<file path="config.mk">
export PLATFORM = sky130hd
export DESIGN_NAME = wb_arbiter
export DESIGN_NICKNAME = d
export VERILOG_FILES = /design/src/rtl/wb_arbiter.sv
export SDC_FILE = /design/constraint.sdc
export NUM_CORES = 1
export LEC_CHECK = 0
export ABC_AREA = 1
export CORE_ASPECT_RATIO = 1.1
export CORE_MARGIN = 2
export CORE_UTILIZATION = 35
export CTS_CLUSTER_SIZE = 20
export DETAILED_ROUTE_END_ITERATION = 7
export PLACE_DENSITY = 0.67
export SLEW_MARGIN = 10
export SYNTH_ARGS = -nofsm -noshare
export SYNTH_HDL_FRONTEND = slang
export SYNTH_SLANG_ARGS = --single-unit
</file>
<file path="constraint.sdc">
create_clock -name clk -period 2.6 [get_ports clk]
set_clock_uncertainty 0.15 [all_clocks]
set_input_delay 0.52 -clock clk [delete_from_list [all_inputs] [get_ports clk]]
set_output_delay 0.52 -clock clk [all_outputs]
set_load 0.1 [all_outputs]
</file>
<file path="src/rtl/wb_arbiter.sv">
// rtl/wb_arbiter.sv - two-requester round-robin register-file write arbiter with clear sequence
//
// Purpose: merges writes from two requesters onto one register-file write port.
//          A flash request replaces arbitration with one clear write per register.
//          Every output is registered, so a grant is seen one cycle after the request.
//
// Ports:
//   clk, rst            clock and synchronous active-high reset
//   req0/addr0/data0    requester 0 write request, held until gnt0 is seen
//   req1/addr1/data1    requester 1 write request, held until gnt1 is seen
//   flash_req           request to clear every register to zero
//   gnt0, gnt1          one-cycle pulse: that requester's write is on the port this cycle
//   wb_en/wb_addr/wr_data  register-file write port
//   flash_busy          high on every clear write cycle
//   flash_done          one-cycle pulse after the final clear write
module wb_arbiter #(
    parameter int DW = 8,
    parameter int AW = 2
) (
    input  logic          clk,
    input  logic          rst,
    input  logic          req0,
    input  logic [AW-1:0] addr0,
    input  logic [DW-1:0] data0,
    input  logic          req1,
    input  logic [AW-1:0] addr1,
    input  logic [DW-1:0] data1,
    input  logic          flash_req,
    output logic          gnt0,
    output logic          gnt1,
    output logic          wb_en,
    output logic [AW-1:0] wb_addr,
    output logic [DW-1:0] wr_data,
    output logic          flash_busy,
    output logic          flash_done
);

    typedef enum logic {IDLE, FLASH} state_t;

    // One extra bit lets the counter reach 2**AW, which marks the
    // flash_done cycle without needing a third state.
    localparam logic [AW:0] CLR_END = (AW+1)'(1) << AW;

    state_t      state;
    logic [AW:0] clr_cnt;
    logic        rr_ptr;    // 1: requester 1 wins a tie, 0: requester 0 wins a tie
    logic        elig0;
    logic        elig1;
    logic        pick1;

    // A requester whose grant is showing right now is still holding the
    // request it was just served for, so it must not be served again.
    always_comb begin
        elig0 = req0 & ~gnt0;
        elig1 = req1 & ~gnt1;
        pick1 = elig1 & (~elig0 | rr_ptr);
    end

    always_ff @(posedge clk) begin
        if (rst) begin
            state      <= IDLE;
            clr_cnt    <= '0;
            rr_ptr     <= 1'b0;
            gnt0       <= 1'b0;
            gnt1       <= 1'b0;
            wb_en      <= 1'b0;
            wb_addr    <= '0;
            wr_data    <= '0;
            flash_busy <= 1'b0;
            flash_done <= 1'b0;
        end else begin
            case (state)
                IDLE: begin
                    flash_busy <= 1'b0;
                    flash_done <= 1'b0;
                    if (flash_req) begin
                        state   <= FLASH;
                        clr_cnt <= '0;
                        gnt0    <= 1'b0;
                        gnt1    <= 1'b0;
                        wb_en   <= 1'b0;
                    end else begin
                        gnt0  <= elig0 & ~pick1;
                        gnt1  <= pick1;
                        wb_en <= elig0 | elig1;
                        // Address and data hold their last values on idle cycles.
                        if (elig0 | elig1) begin
                            wb_addr <= pick1 ? addr1 : addr0;
                            wr_data <= pick1 ? data1 : data0;
                            rr_ptr  <= ~pick1;
                        end
                    end
                end
                FLASH: begin
                    // Requests and flash_req are ignored here; held requests
                    // are picked up again once the state returns to IDLE.
                    gnt0 <= 1'b0;
                    gnt1 <= 1'b0;
                    if (clr_cnt == CLR_END) begin
                        wb_en      <= 1'b0;
                        flash_busy <= 1'b0;
                        flash_done <= 1'b1;
                        clr_cnt    <= '0;
                        state      <= IDLE;
                    end else begin
                        wb_en      <= 1'b1;
                        wb_addr    <= clr_cnt[AW-1:0];
                        wr_data    <= '0;
                        flash_busy <= 1'b1;
                        clr_cnt    <= clr_cnt + (AW+1)'(1);
                    end
                end
                default: state <= IDLE;
            endcase
        end
    end

endmodule

</file>
== After elaboration in Yosys (flattened, before gate mapping) ==
Index checks and enable logic that the tools add are counted.
Word-level totals
  memories: 0
  word-level logic and storage cells: 56
  ROM bits: 0
  memory bits (writable): 0
  bits of input ports: 25
  flip-flop bits (word level): 20
  output and inout bits: 15
  latch bits: 0
Cells by class
  add/sub/neg operators: 1
  $mul: 0
  reductions and logical operators: 2
  shift-type cells: 0
  divide/modulo/power cells: 0
  equal/unequal tests: 6
  $lt $le $gt $ge: 0
  muxes and demuxes: 25
  bitwise logic cells: 12
Operators with widths (count)
  8-bit 2-to-1 mux: 4
  8-bit case mux with 2 select lines: 1
  1-bit case mux with 2 select lines: 6
  2-bit 2-to-1 mux: 4
  2-bit inequality test, second input constant: 4
  1-bit 2-to-1 mux: 6
  3-bit 2-to-1 mux: 2
  1-bit NOT: 6
  3-bit case mux with 2 select lines: 1
  3-bit AND reduction: 2
  1-bit AND: 4
  2-bit case mux with 2 select lines: 1
  3-bit by 1-bit adder with 3-bit output, second input constant: 1
  3-bit equality test, second input constant: 1
  2-bit by 1-bit inequality test with 1-bit output, second input constant: 1
  1-bit OR: 2

== Depth between registers and ports, before layout ==
Gate-level depths: netlist of run 1.
  depth after elaboration: 9
  gate-level depth with buffers: 9
  depth with buffers taken out: 9

== Least setup slack after synthesis of run 1 ==
No wires, ideal clock.
  path kind: flip-flop to flip-flop
  from: register gnt0
  to: register wr_data[2]
  setup slack: 0.569 ns
  data required time: 2.383 ns
  arrival time: 1.814 ns
  cell stages (with the launch flop): 9
  buffers on the path: 0
  path through: dfxtp_1 inv_1 nand2_1 nand2_2 nand2_8 nand2_4 nor2_8 nand2_1 o21ai_2
Between the ends
  cells in the longest elaborated chain, start to end: 9
  elaborated cells on any way between the ends: 12
Ends and longest elaborated chain
  start, declared: RTL line 29  | output logic gnt0,
  start signal, assigned: RTL line 83  | gnt0 <= elig0 & ~pick1;
  1-bit NOT (*): RTL line 54  | elig0 = req0 & ~gnt0;
  1-bit AND (*): RTL line 54
  1-bit NOT: RTL line 56  | pick1 = elig1 & (~elig0 | rr_ptr);
  1-bit OR: RTL line 56
  1-bit AND: RTL line 56
  8-bit 2-to-1 mux: RTL line 89  | wr_data <= pick1 ? data1 : data0;
  8-bit 2-to-1 mux: RTL line 87  | if (elig0 | elig1) begin
  8-bit 2-to-1 mux: RTL line 76  | if (flash_req) begin
  8-bit case mux with 2 select lines: RTL line 72  | case (state)
  end signal, assigned: RTL line 89
  end, declared: RTL line 33  | output logic [DW-1:0] wr_data,
Every way passes the cells marked *; elsewhere a longest branch is shown, timed or not. The select of a mux whose other input is x is not followed.
A chain may end at the register's enable or synchronous reset.

==> results of run 1 <==
==> metal layers <==
metal / up-vias / global-route usage / part of all wire / routed length [um]
met3: 4 / 0.0253 / 0.070 / 153
met5: - / 0 / 0 / 0
met1: 393 / 0.175 / 0.45 / 977
met4: 0 / 0.0857 / 0.017 / 38
li1: 460 / - / - / -
met2: 35 / 0.244 / 0.47 / 1020
==> through the flow <==
stage          total power, mW  hold WS [ns]  std cells
2_1_floorplan            0.519         0.332        118
3_3_place_gp             0.589         0.291        188
3_5_place_dp             0.591         0.295        188
4_1_cts                  0.773         0.312        192
5_1_grt                  0.800         0.324        192
6_report                 0.761         0.311        192
==> cells by family after synthesis <==
group / after synthesis
buffers and inverters: 19
adders and majority gates: 2
xor gates and xnor gates: 1
and+or+nand+nor: 50
DFF: 20
AOI/OAI and AO/OA: 26
==> power by group <==
group | switching [mW] | internal, mW | total [mW]
logic | 0.172 | 0.0772 | 0.249
clock network | 0.0920 | 0.0854 | 0.177
registers | 0.00999 | 0.325 | 0.335
==> layout make-up <==
cell class | instances | area share
Clock buffer | 4 | 0.0262
Inverter | 17 | 0.0470
Multi-Input combinational cell | 79 | 0.353
Sequential cell | 20 | 0.289
Tap cell | 33 | 0.0298
Timing Repair Buffer | 39 | 0.255
==> worst min-delay path, cell delays in order, from the launching register on <==
cell	delay (ns)
dfxtp_1	0.33
nand2_1	0.06
nand2_1	0.04
==> sequential cells by signal (all words and copies together), names as in the netlist <==
signal	count
gnt1	1
clr_cnt	3
wb_addr	2
flash_busy	1
wr_data	8
gnt0	1
flash_done	1
wb_en	1
state	1
rr_ptr	1
==> layout by cell type (no fill, tap or decap) <==
master / n
a21oi_1: 9
a22oi_1: 1
buf_4: 15
clkbuf_4: 3
clkbuf_8: 1
clkdlybuf4s50_1: 24
clkinv_2: 1
dfxtp_1: 20
ha_1: 2
inv_1: 15
inv_2: 1
nand2_1: 28
nand2_2: 2
nand2_4: 2
nand2_8: 1
nand3_1: 5
nand3_2: 1
nand3_4: 1
nor2_1: 5
nor2_4: 1
nor2_8: 2
nor3_1: 1
nor3b_1: 1
o211ai_1: 3
o21ai_0: 3
o21ai_1: 5
o21ai_2: 5
xor2_1: 1
==> cell usage after synthesis (3+ instances only) <==
cell / number
a21oi_1: 9
dfxtp_1: 20
nor2_1: 5
nand3_1: 5
inv_1: 15
o21ai_2: 5
nand2_1: 28
o21ai_0: 3
o21ai_1: 5
o211ai_1: 3
==> worst paths after layout <==
kind                end  slack, ns  depth (start not counted)
max reg2reg  wb_addr[1]       1.10                          8
min          wb_addr[0]       0.31                          2
max          wb_addr[0]       0.88                          6
min reg2reg  wb_addr[0]       0.31                          2
==> metrics.yaml, run 1 <==
status:
  status: "finished clean"
floorplan:
  start_util: 0.359
  chipHeight_um: 59.2
  std_cell_rows: 20
  core_mm2: 0.00270
  ios: 40
  dieArea_mm2: 0.00321
  die_w_um: 54.2
worst_setup_path:
  crit-reg2reg-launch: "clr_cnt[0]"
  cp_top_family: "buffers and inverters"
  worst-path-buf-inv: 3
  start_kind: "input port"
  crit_fanout: 8
  slowest_stage: "clkdlybuf4s50_1"
  cp_slowest_stage_delay_ns: 0.81
  cp-end-kind: "register"
  path_class: "in2reg"
  arrival_ns: 1.78
  crit_start: "rst"
  cp_data_required_time_ns: 2.66
  crit_chain: "clkdlybuf4s50_1 -> inv_1 -> nand2_2 -> clkinv_2 -> nand3_2 -> nand2_1"
timing:
  hold_viol: 0
  finalCritPeriodShare: 0.663
  rsz0062_at_grt: "no"
  fin_crit_ns: 1.72
  fmax_mhz: 580
  relSlewSlack: 0.638
  tns_ns: 0
  worst_slew_pin_slew_ns: 0.542
  setup_slack_ns: 0.877
  maxSlewViolCount: 0
  setup_viol: 0
clock_network:
  cts.hold.buffers_added: 0
  root_buffer: "clkbuf_4"
  cts_buffer_depth: 2
  clock_sinks: 20
  cts_tree: "done"
  clkLatencyLatePin_ns: 0.30
  clkTransAtPathRegs_ns: 0.11
  postCtsSetupBuffers: 0
  htreeDepth: 1
  numCtsBuffers: 3
  cts_resized: 0
global_routing:
  grt_pass1_vias: 809
  grt_overflow: 0
  antenna_found_initial: 0
  grt_max_degree: 17
  grt_pass1_wl_mm: 3.41
  track_usage: 0.148
route:
  wl_mm: 2.19
  via_per_inst: 4.65
  dr.pass1.iters: 4
  vias: 892
  drc: 0
  first_iter_violations: 19
  wl_per_cell_um: 11.4
  antenna_violating_nets_post_route: 0
pwr:
  p_per_area_mw_per_mm2: 550
  p_leak_nw: 0.645
  ir_drop_mv: 0.304
placed_design:
  portBuffers: 39
  placed_cell_area_mm2: 0.00135
  gp_congestion: 0.837
  place_ws_ns: 0.545
  hpwl_mm: 1.62
synthesis:
  synth_ff_type: "dfxtp_1"
  yosys.area_share.adder: 0.0258
  syn-num-nets: 145
  yosysSeqAreaShare: 0.413
  ys_top_cells_by_area: "dfxtp_1 (41%), nand2_1 (11%), inv_1 (5.8%)"
  synth_seq_cells: 20
  muxShareOfSynthArea: 0
  ys.warnings.count: 0
  avgSynthCellArea_um2: 8.22
  synth_edf_count: 0
  syn_inst: 118
  synth.cell_area_um2: 970
  async_reset_ff_frac: 0
  synth_top_family_by_area: "simple AND/OR/NAND/NOR gates"
  synth-compound-area-share: 0.164
  synth_top_cell_area_share: 0.413
  synth-xor-area-share: 0.00903
  synth-simple-area-share: 0.305
  ys_types: 26
  yosys.area.top_type: "dfxtp_1"
worst_hold_path:
  min-delay-start: "wb_addr[0]"
  hp-class: "reg2reg"
layout:
  fill_cells: 282
  multi_input_area_um2: 488
  drive_gt1_frac: 0.226
  n_antenna_cell: 0
  final_area_mm2: 0.00138
  syn2layout_area_growth_pct: 42.7
  nNetsFinal: 187
  final_core_util: 0.512
  regArea_um2: 400
job:
  max_cap_violations: 0
No activity file was read; power rests on OpenSTA's default activity.
==> inputs of run 2 (changes only) <==
==> constraint.sdc (replaced) <==
create_clock -name clk -period 1.7 [get_ports clk]
set_clock_uncertainty 0.15 [all_clocks]
set_input_delay 0.34 -clock clk [delete_from_list [all_inputs] [get_ports clk]]
set_output_delay 0.34 -clock clk [all_outputs]
set_load 0.1 [all_outputs]
==> run 2 against run 1 <==
Effect of this change:
- register-to-register slack worse by 0.85 ns
- combinational power increased by 78%
- wire length is 5.2% higher
- first-iteration DRC count down 58%
- final cell count rose by 2.1%
- critical endpoint is now wr_data[5]
- largest cell class is now buffers
- largest power group unchanged
==> metrics.yaml, run 2 (synthesis results as in run 1) <==
clock_network:
  cts.hold.buffers_added: 0  # unchanged
  clock_sinks: 20  # unchanged
  clkLatencyLatePin_ns: 0.29  # about the same
  postCtsSetupBuffers: 0  # unchanged
  cts_resized: 0  # unchanged
  clkTransAtPathRegs_ns: 0.11  # about the same
  root_buffer: "clkbuf_4"
  cts_buffer_depth: 2  # unchanged
  cts_tree: "done"
  numCtsBuffers: 3  # unchanged
  htreeDepth: 1  # unchanged
floorplan:
  std_cell_rows: 20  # unchanged
  dieArea_mm2: 0.00321  # unchanged
  ios: 40  # unchanged
  die_w_um: 54.2  # unchanged
  core_mm2: 0.00270  # unchanged
  start_util: 0.359  # unchanged
  chipHeight_um: 59.2  # unchanged
worst_setup_path:
  start_kind: "register"
  cp_slowest_stage_delay_ns: 0.33  # -0.48 ns
  crit_top_cell: "nand2_1"
  r2r_setup_slack_ns: 0.25  # -0.85 ns
  slowest_stage: "dfxtp_1"
  cp_data_required_time_ns: 1.78  # -0.88 ns
  path_class: "reg2reg"
  crit_chain: "inv_1 -> ha_1 -> nand2_1 -> nand2_1 -> nand2_4 -> nor2_8 -> nand2_1 -> o21ai_2"
  arrival_ns: 1.53  # -0.25 ns
  crit_fanout: 9  # +1
  cp-end-kind: "register"
layout:
  nNetsFinal: 192  # +2.7%
  final_area_mm2: 0.00160  # +15%
  syn2layout_area_growth_pct: 64.8
  final_core_util: 0.591  # +0.0792
  n_antenna_cell: 0  # unchanged
  drive_gt1_frac: 0.258  # +0.0313
  largest_reg_flops: 8  # unchanged
  reg_top3: "wr_data (8), clr_cnt (3), wb_addr (2)"
  regMostFlops: "wr_data"
  final_common_cell: "nand2_1"
  final_cell_mix: "nand2_1 (28), clkdlybuf4s50_1 (24), dfxtp_1 (18), inv_1 (15), buf_12 (15)"
placed_design:
  portBuffers: 39  # unchanged
  placed_cell_area_mm2: 0.00158  # +17%
  hpwl_mm: 1.85  # +14%
  place_ws_ns: -0.0522  # -0.598 ns
  gp_congestion: 0.866  # +3.4%
global_routing:
  track_usage: 0.163  # +0.0150
  grt_overflow: 0  # unchanged
  grt_max_degree: 17  # unchanged
  grt_pass1_vias: 971  # +20%
  grt_pass1_wl_mm: 3.88  # +14%
  antenna_found_initial: 0  # unchanged
worst_hold_path:
  hp-class: "reg2reg"
status:
  status: "finished clean"
timing:
  setup_slack_ns: 0.253  # -0.624 ns
  setup_viol: 0  # unchanged
  fmax_mhz: 691
  maxSlewViolCount: 0  # unchanged
  rsz0062_at_grt: "no"
  finalCritPeriodShare: 0.851
  fin_crit_ns: 1.45
  tns_ns: 0  # unchanged
  worst_slew_pin_slew_ns: 0.232  # -0.310 ns
  relSlewSlack: 0.845  # +0.208
  hold_viol: 0  # unchanged
pwr:
  total_power_mw: 1.18  # +55%
  p_per_area_mw_per_mm2: 740  # +35%
  p_leak_nw: 0.709  # +9.9%
  ir_drop_mv: 0.461  # +52%
route:
  dr.pass1.iters: 4  # unchanged
  wl_per_cell_um: 11.7  # +3.0%
  vias: 908  # +1.8%
  first_iter_violations: 8  # -11
  wl_mm: 2.30  # +5.2%
  drc: 0  # unchanged
  antenna_violating_nets_post_route: 0  # unchanged
  via_per_inst: 4.63  # -0.28%
job:
  max_cap_violations: 0  # unchanged
==> run 2: worst max-delay path, delay by kind of cell, from the launching register on <==
| family | cells | cell delay (ns) |
|---|---|---|
| AND/OR/NAND/NOR | 5 | 0.59 |
| AO/OA/AOI/OAI | 1 | 0.06 |
| buffers and inverters | 1 | 0.11 |
| adder cells (fa/ha/maj) | 1 | 0.15 |
| flip-flops | 1 | 0.33 |
==> run 2: final timing paths <==
path / start / endpoint / depth (start not counted)
worst max register to register: clr_cnt[0] / wr_data[5] / 8
worst max-delay path: clr_cnt[0] / wr_data[5] / 8
worst min register to register: wb_addr[0] / wb_addr[0] / 2
worst min-delay path: wb_addr[0] / wb_addr[0] / 2
==> run 2: where the power goes <==
part	leakage [nW]	internal (mW)	switching (mW)
combinational	0.530	0.179	0.264
clock	0.0138	0.0823	0.133
sequential	0.165	0.497	0.0274
==> run 2: stage by stage <==
stage	instances	hold WS, ns
finish	196	0.349
global placement	193	0.326
floorplan	118	0.332
detailed placement	193	0.335
global route	196	0.373
CTS	196	0.354
==> run 2: routing by layer <==
metal,share of wire,vias to the layer above,track usage
met5,0,-,0
met4,0.0091,0,0.0536
met3,0.062,4,0.0152
met2,0.51,30,0.303
met1,0.41,401,0.188
li1,-,473,-
==> run 2: final cells by class <==
class | count | area [um^2]
Inverter | 17 | 65.1
Timing Repair Buffer | 44 | 578
Sequential cell | 20 | 403
Fill cell | 253 | 1100
Tap cell | 33 | 41.3
Clock buffer | 3 | 22.5
Multi-Input combinational cell | 79 | 488
==> inputs of run 3 (changes only) <==
--- a/config.mk
+++ b/config.mk
@@ -6,13 +6,15 @@
 export NUM_CORES = 1
 export LEC_CHECK = 0
 export ABC_AREA = 1
+export CELL_PAD_IN_SITES_DETAIL_PLACEMENT = 1
+export CELL_PAD_IN_SITES_GLOBAL_PLACEMENT = 1
 export CORE_ASPECT_RATIO = 1.1
 export CORE_MARGIN = 2
-export CORE_UTILIZATION = 35
+export CORE_UTILIZATION = 29
 export CTS_CLUSTER_SIZE = 20
 export DETAILED_ROUTE_END_ITERATION = 7
-export PLACE_DENSITY = 0.67
-export SLEW_MARGIN = 10
+export PLACE_DENSITY_LB_ADDON = 0.1
+export SKIP_LAST_GASP = 1
 export SYNTH_ARGS = -nofsm -noshare
 export SYNTH_HDL_FRONTEND = slang
 export SYNTH_SLANG_ARGS = --single-unit
==> run 3 against run 2 <==
Effect of this change:
- sequential share of layout area shrank 0.39 points
- sequential power is essentially flat
- maximum frequency shrank 0.95%
- core utilization shrank 9.6 points
- total power grew 5.7%
- worst hold slack lost 0.0027 ns
- setup slack lost 0.014 ns
- critical path type unchanged
- critical path depth is the same
- combinational power grew 1%
- die area grew 19%
- wire length grew 8.9%
- flip-flop and latch count is the same
==> metrics.yaml, run 3 (synthesis results as in run 1) <==
timing:
  rsz0062_at_grt: "no"
  tns_ns: 0  # unchanged
  fmax_mhz: 685  # -0.95%
  fin_crit_ns: 1.46  # +0.0138 ns
  hold_ws_ns: 0.347  # -0.00269 ns
  worst_slew_pin_slew_ns: 0.226  # -0.00507 ns
  maxSlewViolCount: 0  # unchanged
  hold_viol: 0  # unchanged
  setup_viol: 0  # unchanged
  finalCritPeriodShare: 0.859  # +0.00814
  relSlewSlack: 0.849  # +0.00354
worst_setup_path:
  crit_fanout: 9  # unchanged
  start_kind: "register"
  arrival_ns: 1.56  # +0.03 ns
  cp-end-kind: "register"
  path_class: "reg2reg"
  cp_data_required_time_ns: 1.79  # about the same
placed_design:
  dp_cells: 197  # +2.1%
  hpwl_mm: 2.03  # +9.4%
  placed_cell_area_mm2: 0.00159  # +0.71%
  gp_congestion: 0.754  # -13%
  portBuffers: 39  # unchanged
floorplan:
  chipHeight_um: 64.6  # +9.2%
  dieArea_mm2: 0.00382  # +19%
  start_util: 0.296  # -0.0628
  ios: 40  # unchanged
  std_cell_rows: 22  # +10%
  core_mm2: 0.00328  # +21%
  die_w_um: 59.1  # +9.1%
route:
  wl_per_cell_um: 12.5  # +6.2%
  wl_mm: 2.50  # +8.9%
  antenna_violating_nets_post_route: 0  # unchanged
  drc: 0  # unchanged
  first_iter_violations: 15  # +7
  via_per_inst: 4.58  # -1.2%
  dr.pass1.iters: 2  # -2
  vias: 920  # +1.3%
global_routing:
  antenna_found_initial: 0  # unchanged
  grt_pass1_vias: 968  # -0.31%
  grt_max_degree: 17  # unchanged
  grt_pass1_wl_mm: 4.20  # +8.4%
  grt_overflow: 0  # unchanged
  track_usage: 0.146  # -0.0170
job:
  max_cap_violations: 0  # unchanged
clock_network:
  numCtsBuffers: 3  # unchanged
  cts.hold.buffers_added: 0  # unchanged
  cts_tree: "done"
  postCtsSetupBuffers: 0  # unchanged
  cts_resized: 0  # unchanged
  clkLatencyLatePin_ns: 0.30  # about the same
  cts_buffer_depth: 2  # unchanged
  htreeDepth: 1  # unchanged
  clkTransAtPathRegs_ns: 0.11  # about the same
  root_buffer: "clkbuf_4"
  clock_sinks: 20  # unchanged
layout:
  nNetsFinal: 193  # +0.52%
  drive_gt1_frac: 0.267  # +0.00900
  syn2layout_area_growth_pct: 67.4
  final_area_mm2: 0.00162  # +1.6%
  reg_top3: "wr_data (8), clr_cnt (3), wb_addr (2)"
  fin_cells: 201  # +2.6%
  largest_reg_flops: 8  # unchanged
  final_cell_mix: "nand2_1 (28), clkdlybuf4s50_1 (24), dfxtp_1 (18), inv_1 (15), buf_12 (15)"
  n_antenna_cell: 0  # unchanged
  regMostFlops: "wr_data"
  final_common_cell: "nand2_1"
pwr:
  p_leak_nw: 0.721  # +1.7%
  p_sw_frac: 0.353  # -0.00575
  internal-power_mw: 0.808  # +6.7%
  p_per_area_mw_per_mm2: 770  # +4.1%
  comb_power_share: 0.358  # -0.017
  pwr-share-clk: 0.223  # +0.041
  ir_drop_mv: 0.330  # -28%
  seqPwrFrac: 0.419  # -0.024
  switchingPower_mw: 0.441  # +4.0%
  total_power_mw: 1.25  # +5.7%
status:
  status: "finished clean"
worst_hold_path:
  hp-class: "reg2reg"
[run 3: cell count changes in the layout (fill, tap and decap cells not counted)]
cell      previous run  this run
buf_4                5         6
clkbuf_8             0         1
[run 3: power by group through the flow]
stage | Clock [mW] | Sequential (mW) | Combinational, mW
2_1_floorplan | 0 | 0.672 | 0.123
3_3_place_gp | 0 | 0.534 | 0.448
3_5_place_dp | 0 | 0.535 | 0.452
4_1_cts | 0.302 | 0.525 | 0.454
5_1_grt | 0.319 | 0.528 | 0.472
6_report | 0.278 | 0.524 | 0.448
[run 3: final timing paths]
check	end	from	cells after the start	slack [ns]
worst max-delay path	wr_data[4]	clr_cnt[0]	8	0.24
worst min-delay path	wr_data[0]	wr_data[0]	2	0.35
worst max register to register	wr_data[4]	clr_cnt[0]	8	0.24
worst min register to register	wr_data[0]	wr_data[0]	2	0.35
[run 3: per-stage QoR]
stage               setup slack (ns)   util
finish                         0.240  0.495
global route                  0.0641  0.495
CTS                            0.205  0.495
detailed placement           -0.0758  0.484
global placement             -0.0433  0.484
floorplan                     0.0265      -
[run 3: metal layers]
metal / vias up / global-route usage / wire length [um]
met1: 423 / 0.164 / 1040
met4: 0 / 0.0682 / 45
met3: 5 / 0.0240 / 117
met2: 21 / 0.260 / 1300
li1: 471 / - / -
met5: - / 0 / 0
[run 3: area by class of cell]
| cell class | instances | area, um^2 |
|---|---|---|
| fillers | 380 | 1650 |
| well taps | 36 | 45.0 |
| clock buffers | 4 | 36.3 |
| multi-input cells | 79 | 488 |
| flip-flops and latches | 20 | 403 |
| inverters | 17 | 65.1 |
| repair buffers | 45 | 586 |
[run 3: critical path, cell delays in order (launching register included)]
cell,delay (ns)
dfxtp_1,0.33
inv_1,0.10
ha_1,0.16
nand2_1,0.07
nand2_1,0.18
nand2_4,0.11
nor2_8,0.15
nand2_1,0.09
o21ai_2,0.06
